[src/rtl/redmule_pkg.sv]
// Shared types, sizes and helpers for the RedMulE Z drain (store side of the Z buffer).
package redmule_pkg;

  localparam int unsigned DATA_W      = 256;
  localparam int unsigned BITW        = 16;
  localparam int unsigned ARRAY_WIDTH = 12;
  localparam int unsigned TOT_DEPTH   = DATA_W / BITW;
  localparam int unsigned STRB        = DATA_W / 8;
  localparam int unsigned ITER_W      = 16;
  localparam int unsigned ROW_CNT_W   = $clog2(ARRAY_WIDTH);
  localparam int unsigned ROWS_LFT_W  = $clog2(ARRAY_WIDTH) + 1;
  localparam int unsigned COLS_LFT_W  = $clog2(TOT_DEPTH) + 1;
  localparam int unsigned NSTORE_W    = 16;

  typedef enum logic [1:0] {
    ZD_IDLE  = 2'd0,
    ZD_DRAIN = 2'd1,
    ZD_FLUSH = 2'd2
  } z_drain_state_e;

  typedef struct packed {
    logic                  start;
    logic [ITER_W-1:0]     x_row_iters;
    logic [ITER_W-1:0]     w_col_iters;
    logic [ROWS_LFT_W-1:0] rows_lftovr;
    logic [COLS_LFT_W-1:0] cols_lftovr;
  } z_drain_ctrl_t;

  typedef struct packed {
    logic stored;
    logic done;
    logic busy;
  } z_drain_flgs_t;

  // Byte strobes for the last column tile: low cols_lftovr elements enabled, 0 means full.
  function automatic logic [STRB-1:0] strb_mask(input logic [COLS_LFT_W-1:0] cols_lftovr);
    logic [STRB-1:0] m;
    m = '0;
    for (int unsigned i = 0; i < STRB; i++) begin
      m[i] = (cols_lftovr == '0) || (i < (32'(cols_lftovr) * BITW / 8));
    end
    return m;
  endfunction

endpackage

[src/rtl/redmule_z_drain.sv]
// Drains accumulated Z rows tile by tile into the store stream, dropping rows past the
// row leftover and masking bytes past the column leftover; reports stored/done/busy.
module redmule_z_drain
  import redmule_pkg::*;
(
  input  logic                  clk_i,
  input  logic                  rst_i,
  input  logic                  clear_i,
  input  logic                  start_i,
  input  logic [ITER_W-1:0]     x_row_iters_i,
  input  logic [ITER_W-1:0]     w_col_iters_i,
  input  logic [ROWS_LFT_W-1:0] rows_lftovr_i,
  input  logic [COLS_LFT_W-1:0] cols_lftovr_i,
  input  logic                  row_valid_i,
  input  logic [DATA_W-1:0]     row_data_i,
  output logic                  row_ready_o,
  output logic                  z_valid_o,
  output logic [DATA_W-1:0]     z_data_o,
  output logic [STRB-1:0]       z_strb_o,
  input  logic                  z_ready_i,
  output logic                  stored_o,
  output logic                  done_o,
  output logic                  busy_o,
  output logic [NSTORE_W-1:0]   n_stores_o
);

  z_drain_state_e state_q, state_d;

  logic [ITER_W-1:0]     x_iters_q, x_iters_d;
  logic [ITER_W-1:0]     w_iters_q, w_iters_d;
  logic [ROWS_LFT_W-1:0] rows_lft_q, rows_lft_d;
  logic [COLS_LFT_W-1:0] cols_lft_q, cols_lft_d;

  logic [ROW_CNT_W-1:0]  r_q, r_d;
  logic [ITER_W-1:0]     c_q, c_d;
  logic [ITER_W-1:0]     t_q, t_d;

  logic                  z_valid_q, z_valid_d;
  logic [DATA_W-1:0]     z_data_q, z_data_d;
  logic [STRB-1:0]       z_strb_q, z_strb_d;
  logic [NSTORE_W-1:0]   n_stores_q, n_stores_d;
  z_drain_flgs_t         flgs_q, flgs_d;

  logic row_hs_c;
  logic z_hs_c;
  logic last_r_c;
  logic last_c_c;
  logic last_t_c;
  logic keep_c;

  // Single output register: a new row may be taken only when the register is empty or emptying.
  assign row_ready_o = (state_q == ZD_DRAIN) && (!z_valid_q || z_ready_i);
  assign row_hs_c    = row_valid_i && row_ready_o;
  assign z_hs_c      = z_valid_q && z_ready_i;

  assign last_r_c = (r_q == ROW_CNT_W'(ARRAY_WIDTH - 1));
  assign last_c_c = (c_q == (w_iters_q - ITER_W'(1)));
  assign last_t_c = (t_q == (x_iters_q - ITER_W'(1)));
  assign keep_c   = !(last_t_c && (rows_lft_q != '0) && (ROWS_LFT_W'(r_q) >= rows_lft_q));

  always_comb begin
    state_d    = state_q;
    x_iters_d  = x_iters_q;
    w_iters_d  = w_iters_q;
    rows_lft_d = rows_lft_q;
    cols_lft_d = cols_lft_q;
    r_d        = r_q;
    c_d        = c_q;
    t_d        = t_q;
    z_valid_d  = z_valid_q;
    z_data_d   = z_data_q;
    z_strb_d   = z_strb_q;
    n_stores_d = n_stores_q;
    flgs_d     = '0;

    // Output handshake retires the register; a same-cycle load below re-arms it.
    if (z_hs_c) begin
      z_valid_d     = 1'b0;
      flgs_d.stored = 1'b1;
      if (n_stores_q != {NSTORE_W{1'b1}}) begin
        n_stores_d = n_stores_q + NSTORE_W'(1);
      end
    end

    unique case (state_q)
      ZD_IDLE: begin
        if (start_i) begin
          x_iters_d  = x_row_iters_i;
          w_iters_d  = w_col_iters_i;
          rows_lft_d = rows_lftovr_i;
          cols_lft_d = cols_lftovr_i;
          r_d        = '0;
          c_d        = '0;
          t_d        = '0;
          n_stores_d = '0;
          state_d    = ZD_DRAIN;
        end
      end

      ZD_DRAIN: begin
        if (row_hs_c) begin
          if (keep_c) begin
            z_valid_d = 1'b1;
            z_data_d  = row_data_i;
            z_strb_d  = (last_c_c) ? strb_mask(cols_lft_q) : {STRB{1'b1}};
          end
          if (last_r_c) begin
            r_d = '0;
            if (last_c_c) begin
              c_d = '0;
              t_d = t_q + ITER_W'(1);
            end else begin
              c_d = c_q + ITER_W'(1);
            end
          end else begin
            r_d = r_q + ROW_CNT_W'(1);
          end
          if (last_r_c && last_c_c && last_t_c) begin
            state_d = ZD_FLUSH;
          end
        end
      end

      ZD_FLUSH: begin
        if (!z_valid_q || z_hs_c) begin
          flgs_d.done = 1'b1;
          state_d     = ZD_IDLE;
        end
      end

      default: begin
        state_d = ZD_IDLE;
      end
    endcase

    flgs_d.busy = (state_d != ZD_IDLE);
  end

  // State and datapath registers; clear behaves exactly like reset and drops any pending row.
  always_ff @(posedge clk_i) begin
    if (rst_i || clear_i) begin
      state_q    <= ZD_IDLE;
      x_iters_q  <= '0;
      w_iters_q  <= '0;
      rows_lft_q <= '0;
      cols_lft_q <= '0;
      r_q        <= '0;
      c_q        <= '0;
      t_q        <= '0;
      z_valid_q  <= 1'b0;
      z_data_q   <= '0;
      z_strb_q   <= '0;
      n_stores_q <= '0;
      flgs_q     <= '0;
    end else begin
      state_q    <= state_d;
      x_iters_q  <= x_iters_d;
      w_iters_q  <= w_iters_d;
      rows_lft_q <= rows_lft_d;
      cols_lft_q <= cols_lft_d;
      r_q        <= r_d;
      c_q        <= c_d;
      t_q        <= t_d;
      z_valid_q  <= z_valid_d;
      z_data_q   <= z_data_d;
      z_strb_q   <= z_strb_d;
      n_stores_q <= n_stores_d;
      flgs_q     <= flgs_d;
    end
  end

  assign z_valid_o  = z_valid_q;
  assign z_data_o   = z_data_q;
  assign z_strb_o   = z_strb_q;
  assign n_stores_o = n_stores_q;
  assign stored_o   = flgs_q.stored;
  assign done_o     = flgs_q.done;
  assign busy_o     = flgs_q.busy;

endmodule

[config.mk]
export PLATFORM = sky130hd
export DESIGN_NAME = redmule_z_drain
export DESIGN_NICKNAME = d
export VERILOG_FILES = /design/src/rtl/redmule_pkg.sv /design/src/rtl/redmule_z_drain.sv
export SDC_FILE = /design/constraint.sdc
export NUM_CORES = 1
export LEC_CHECK = 0
export ABC_CLOCK_PERIOD_IN_PS = 7050
export CAP_MARGIN = 40
export CORE_ASPECT_RATIO = 1.2
export CORE_MARGIN = 2
export CORE_UTILIZATION = 25
export CTS_CLUSTER_SIZE = 25
export DETAILED_ROUTE_END_ITERATION = 16
export GPL_ROUTABILITY_DRIVEN = 1
export GPL_TIMING_DRIVEN = 0
export PLACE_DENSITY_LB_ADDON = 0.25
export SKIP_LAST_GASP = 1
export SLEW_MARGIN = 30
export SYNTH_ARGS = -nofsm -noshare
export SYNTH_HDL_FRONTEND = slang
export SYNTH_SLANG_ARGS = --single-unit
[constraint.sdc]
create_clock -name clk_i -period 7.05 [get_ports clk_i]
set_input_delay 0.705 -clock clk_i [delete_from_list [all_inputs] [get_ports clk_i]]
set_output_delay 0.705 -clock clk_i [all_outputs]
set_load 0.01 [all_outputs]
* Yosys cells after proc, flatten, opt, wreduce, memory -nomap -nowiden *
Index checks and enable logic that the tools add are counted.

word-level totals
  register bits after elaboration = 388
  input bits = 304
  output and inout bits = 309
  word-level logic and storage cells = 149

operators by class
  $add $sub $neg = 6
  magnitude comparators = 33
  equality and inequality tests = 10
  multiplexer cells = 29
  bitwise logic cells = 2
  reduce and logical (&&, ||, !) cells = 54

operator list
  operator                                                                      count
  16-bit 2-to-1 mux                                                             11
  5-bit by 6-bit less-than comparator with 1-bit output (first input constant)  16
  16-bit case mux with 2 select lines                                           2
  16-bit by 1-bit adder with 16-bit output (second input constant)              3
  4-bit by 6-bit less-than comparator with 1-bit output (first input constant)  8
  1-bit logical OR                                                              35
  16-bit equality test                                                          2
  32-bit 2-to-1 mux                                                             1
  16-bit by 1-bit subtractor with 16-bit output (second input constant)         2
  3-bit by 6-bit less-than comparator with 1-bit output (first input constant)  4
  16-bit != test (second input constant)                                        1
  1-bit by 6-bit less-than comparator with 1-bit output (first input constant)  2
  2-bit by 6-bit less-than comparator with 1-bit output (first input constant)  2
  4-bit 2-to-1 mux                                                              3
  2-bit 2-to-1 mux                                                              4
  2-bit != test (second input constant)                                         4
  4-bit case mux with 2 select lines                                            1
  1-bit logical AND                                                             7
  1-bit 2-to-1 mux                                                              6
  2-bit case mux with 3 select lines                                            1
  3-bit AND reduction                                                           2
  4-bit by 5-bit >= comparator with 1-bit output                                1
  5-bit logical NOT                                                             1
  5-bit AND reduction                                                           1
  other kinds (12)                                                              14

* Longest topological paths before layout *
  depth after elaboration = 8
  depth in mapped cells = 13
  gate-level depth less buffers = 10

* Worst setup path before layout *
OpenSTA, ideal clock, no wires.

  path type = flip-flop to flip-flop
  from = register x_iters_q[0]
  to = register z_data_q[103], in the netlist z_data_o[103]
  arrival time = 2.970 ns
  setup slack = 4.009 ns
  cell stages (with the launch flop) = 14
  cell sequence = dfxtp_1 inv_1 ha_1 nor4b_4 nand3_1 or3b_1 a211o_1 a2111oi_4 a21o_1 buf_6 buf_12 buf_12 nand2_2 a21oi_2

between the ends
  longest elaborated chain between the ends = 6

ends and longest elaborated chain
  element                                        line                    RTL
  start: declaration                             redmule_z_drain.sv:29   logic [ITER_W-1:0] x_iters_q, x_iters_d;
  start signal: assignment                       redmule_z_drain.sv:157  x_iters_q <= x_iters_d;
  16-bit by 1-bit subtractor with 16-bit output  redmule_z_drain.sv:58   assign last_t_c = (t_q == (x_iters_q - ITER_W'(1)));
  16-bit equality test                           redmule_z_drain.sv:58
  1-bit logical AND (2 in a row)                 redmule_z_drain.sv:59   assign keep_c = !(last_t_c && (rows_lft_q != '0) && (ROWS_LFT_W'(r_q) >= rows_lft_q));
  1-bit NOT (no line)                            n/a
  3-bit AND reduction (no line)                  n/a
  end signal: assignment                         redmule_z_drain.sv:165  z_data_q <= z_data_d;
  end: declaration                               redmule_z_drain.sv:39   logic [DATA_W-1:0] z_data_q, z_data_d;

No other way between the ends.
A chain may end at the register's enable or synchronous reset.

* Final worst setup path *
  from = register x_iters_q[0]
  to = register z_data_q[55], in the netlist z_data_o[55]

Same word-level chain as after synthesis.

==> flow_metrics.py <==
metrics = {
    "run_status": {
        "run_status": "finished, final reports clean",
    },
    "synth": {
        "synth_top_flop_cell": "sky130_fd_sc_hd__dfxtp_1",
        "synth_sequential_area_ratio": 0.451,
        "postSynthAreaPerCell_um2": 8.68,
        "post_synth_num_cell_types": 66,
        "postSynthRegisterBits": 372,
        "yosys_warnings": 0,
        "synth_enable_flop_cells": 0,
        "synthesis.nets": 2216,
        "synthTopCellsByArea": "sky130_fd_sc_hd__dfxtp_1 (45%), sky130_fd_sc_hd__a21oi_2 (11%), sky130_fd_sc_hd__nand2_1 (10%)",
        "yosysTopAreaCell": "sky130_fd_sc_hd__dfxtp_1",
        "synthArstFlopShare": 0,
        "netlist_area_um2": 16500,
        "synth_top_area_frac": 0.451,
        "syn_inst": 1902,
    },
    "route": {
        "first_pass_iters": 5,
        "drt_wl_total_um": 65800,
        "first_iter_violations": 761,
        "postRouteAntennaNets": 0,
        "post_drt_via_cell_ratio": 4.56,
        "post_drt_wl_per_cell_um": 19.1,
        "route.vias.total": 15662,
        "detail_route.drc_violations": 0,
    },
    "worst_setup_path": {
        "timing.critical_path.mode_cell": "sky130_fd_sc_hd__buf_6",
        "worstPathArrival_ns": 4.23,
        "worst_path_max_delay_cell": "sky130_fd_sc_hd__a2111oi_4",
        "path_depth": 13,
        "timing.rr.end": "z_data_o[55]",
        "worst-path-buf-inv": 4,
        "worstReg2RegStart": "x_iters_q[0]",
        "timing.critical_path.max_delay_family": "compound AO/OA/AOI/OAI gates",
        "startpoint_type": "flop",
        "timing.critical_path.to_type": "flop",
        "worstSetupPathType": "flop to flop",
        "cp-endpoint": "z_data_o[55]",
        "crit_path_max_cell_delay_ns": 0.52,
        "regToRegSetupSlack_ns": 3.31,
        "critical_path.cell_chain": "inv_1, ha_1, nor4b_4, nand3_1, or3b_1, a211o_1, a2111oi_4, a21o_1, buf_6, buf_6, buf_6, nand2_1, a21oi_1",
        "worstPathMaxFanout": 10,
        "crit_path_start": "x_iters_q[0]",
        "critical_path_required_ns": 7.54,
        "worst_r2r_path_depth": 13,
    },
    "layout": {
        "final_cell_mix": "sky130_fd_sc_hd__clkdlybuf4s50_1 (612), sky130_fd_sc_hd__nand2_1 (440), sky130_fd_sc_hd__dfxtp_1 (372)",
        "layout.cells.most_common": "sky130_fd_sc_hd__clkdlybuf4s50_1",
        "area_overhead_vs_synth_pct": 52.3,
        "final_layout_size_suffix_gt1_frac": 0.215,
        "fillers": 6653,
        "nets": 2878,
    },
    "floorplanning": {
        "placementRows": 103,
        "floorplan.initialDensity": 0.252,
        "design.portCount": 613,
        "die_height_um": 285,
        "dieArea_um2": 68100,
        "core-area_um2": 65600,
        "dieWidth_um": 239,
    },
    "placed_design": {
        "finalWeightedCongestion": 0.878,
        "numPortBuffers": 612,
        "dpl.hpwl_um": 51600,
    },
    "cts": {
        "cts_hold_buf": 0,
        "clk_tree_root_cell": "sky130_fd_sc_hd__clkbuf_16",
        "clkSlewWorstSetupHoldPaths_ns": 0.06,
        "worstSkewPairLatency_ns": 0.58,
        "clock_tree_from_tritoncts": "built",
        "post_cts_resize_count": 0,
        "cts.sinks": 372,
        "postCtsSetupRepairBufs": 0,
        "cts_made_buffers": 44,
        "cts.htree.levels": 2,
        "clockBufferDepth": 3,
    },
    "pwr": {
        "p_leak_uw": 0.00813,
        "vdd_drop_max_uv": 150,
        "power.total_uw": 4910,
        "power-per-cell-area_nw_per_um2": 195,
    },
    "worst_hold_path": {
        "timing.hold.worst.class": "flop to flop",
        "holdPathStages": 2,
    },
    "timing": {
        "timing.final.hold_violations": 0,
        "timing.final.crit_share": 0.531,
        "report.final.setup_viol": 0,
        "tns_ns": 0,
        "max_freq_ghz": 0.267,
        "hold_ws_ns": 0.452,
        "grt_setup_unrepaired": "false",
        "post-route-min-period_ns": 3.74,
        "worst-slew-pin-transition_ns": 0.828,
        "fin_skew_ns": 0.0197,
        "max_slew_margin": 0.448,
        "finalMaxSlewViolations": 0,
    },
    "job": {
        "total_of_max_cap_violations": 0,
    },
    "global_route": {
        "wire_length_of_the_first_global_routing_pass_um": 97700,
        "number_of_antenna_violations_at_the_first_check_in_global_routing": 8,
        "global_route.usage.total": 0.187,
        "grt_overflow": 0,
        "grt_start_max_net_pins": 13,
        "first_global_vias": 15964,
    },
}
[how the worst min path moves through the flow]
stage,startpoint,end
finish,z_data_o[68],z_data_o[68]
floorplan,rows_lft_q[4],rows_lft_q[4]
global placement,z_data_o[80],z_data_o[80]
global route,z_data_o[166],z_data_o[166]
CTS,z_data_o[68],z_data_o[68]
detailed placement,z_data_o[68],z_data_o[68]
[sequential cells by signal (all words and copies together), names as in the netlist]
register / cells
stored_o: 1
c_q: 16
z_strb_o: 16
done_o: 1
z_data_o: 256
rows_lft_q: 5
x_iters_q: 16
n_stores_o: 16
w_iters_q: 16
state_q: 2
cols_lft_q: 5
r_q: 4
t_q: 16
z_valid_o: 1
busy_o: 1
[worst min-delay path: cells and delay by family (launching register included)]
family	cells	cell delay, ns
compound gates	1	0.05
flops	1	0.30
simple gates	1	0.05
[logic make-up (layout without fill, tap and decap cells)]
group / Yosys count / count (layout) / synth area share
DFF: 372 / 372 / 0.451
buffers and inverters: 162 / 851 / 0.0664
other: 0 / 5 / 0
AOI/OAI and AO/OA: 421 / 421 / 0.186
and+or+nand+nor: 869 / 869 / 0.253
muxes: 3 / 3 / 0.00182
adders and majority gates: 10 / 10 / 0.00758
xor gates and xnor gates: 65 / 65 / 0.0345
[power breakdown]
part           internal, uW  switching (uW)
clock network          1310             939
logic                   267             246
registers              2130            23.4
[per-layer routing]
| layer | routed length [um] | GRT usage | vias to the layer above |
|---|---|---|---|
| met5 | 37 | 0 | - |
| met4 | 2030 | 0.0630 | 6 |
| met3 | 4780 | 0.0520 | 97 |
| met2 | 33400 | 0.338 | 527 |
| met1 | 25500 | 0.210 | 7382 |
| li1 | - | - | 7650 |
[Yosys cell counts, types with 5 or more instances]
| cell type | count |
|---|---|
| sky130_fd_sc_hd__nand2_1 | 440 |
| sky130_fd_sc_hd__or3_1 | 19 |
| sky130_fd_sc_hd__a21oi_2 | 200 |
| sky130_fd_sc_hd__o31ai_1 | 5 |
| sky130_fd_sc_hd__a211oi_1 | 5 |
| sky130_fd_sc_hd__a31oi_1 | 7 |
| sky130_fd_sc_hd__nand2b_1 | 7 |
| sky130_fd_sc_hd__and3_1 | 11 |
| sky130_fd_sc_hd__dfxtp_1 | 372 |
| sky130_fd_sc_hd__o21ai_0 | 24 |
| sky130_fd_sc_hd__xnor2_1 | 37 |
| sky130_fd_sc_hd__nor3_1 | 22 |
| sky130_fd_sc_hd__a21oi_1 | 133 |
| sky130_fd_sc_hd__inv_1 | 16 |
| sky130_fd_sc_hd__or4_1 | 12 |
| sky130_fd_sc_hd__buf_12 | 22 |
| sky130_fd_sc_hd__a311oi_1 | 10 |
| sky130_fd_sc_hd__nor2_1 | 79 |
| sky130_fd_sc_hd__nand3_1 | 19 |
| sky130_fd_sc_hd__ha_1 | 10 |
| sky130_fd_sc_hd__o21ai_1 | 6 |
| sky130_fd_sc_hd__nand4_1 | 20 |
| sky130_fd_sc_hd__buf_4 | 16 |
| sky130_fd_sc_hd__nor2b_1 | 5 |
| sky130_fd_sc_hd__or2_2 | 6 |
| sky130_fd_sc_hd__buf_2 | 32 |
| sky130_fd_sc_hd__nor4_1 | 8 |
| sky130_fd_sc_hd__nand2_2 | 200 |
| sky130_fd_sc_hd__xor2_1 | 28 |
| sky130_fd_sc_hd__clkbuf_1 | 70 |
[stage by stage]
stage	instances	area (um^2)	utilization	setup WS, ns
2_1_floorplan	1902	16500	-	4.01
3_3_place_gp	3354	23700	0.361	2.38
3_5_place_dp	3356	23700	0.361	2.96
4_1_cts	3429	25100	0.383	3.21
5_1_grt	3435	25100	0.383	3.03
6_report	3436	25100	0.383	3.31
[area by class of cell]
cell class	instances	area [um^2]	share of cell area
Antenna cell	5	12.5	0.000498
Inverter	16	60.1	0.00239
Clock inverter	11	106	0.00423
Sequential cell	372	7450	0.296
Tap cell	840	1050	0.0418
Buffer	146	1040	0.0413
Clock buffer	62	1290	0.0514
Multi-Input combinational cell	1368	7970	0.317
Timing Repair Buffer	616	6160	0.245
Note: power is estimated with default switching activity, not from simulation.
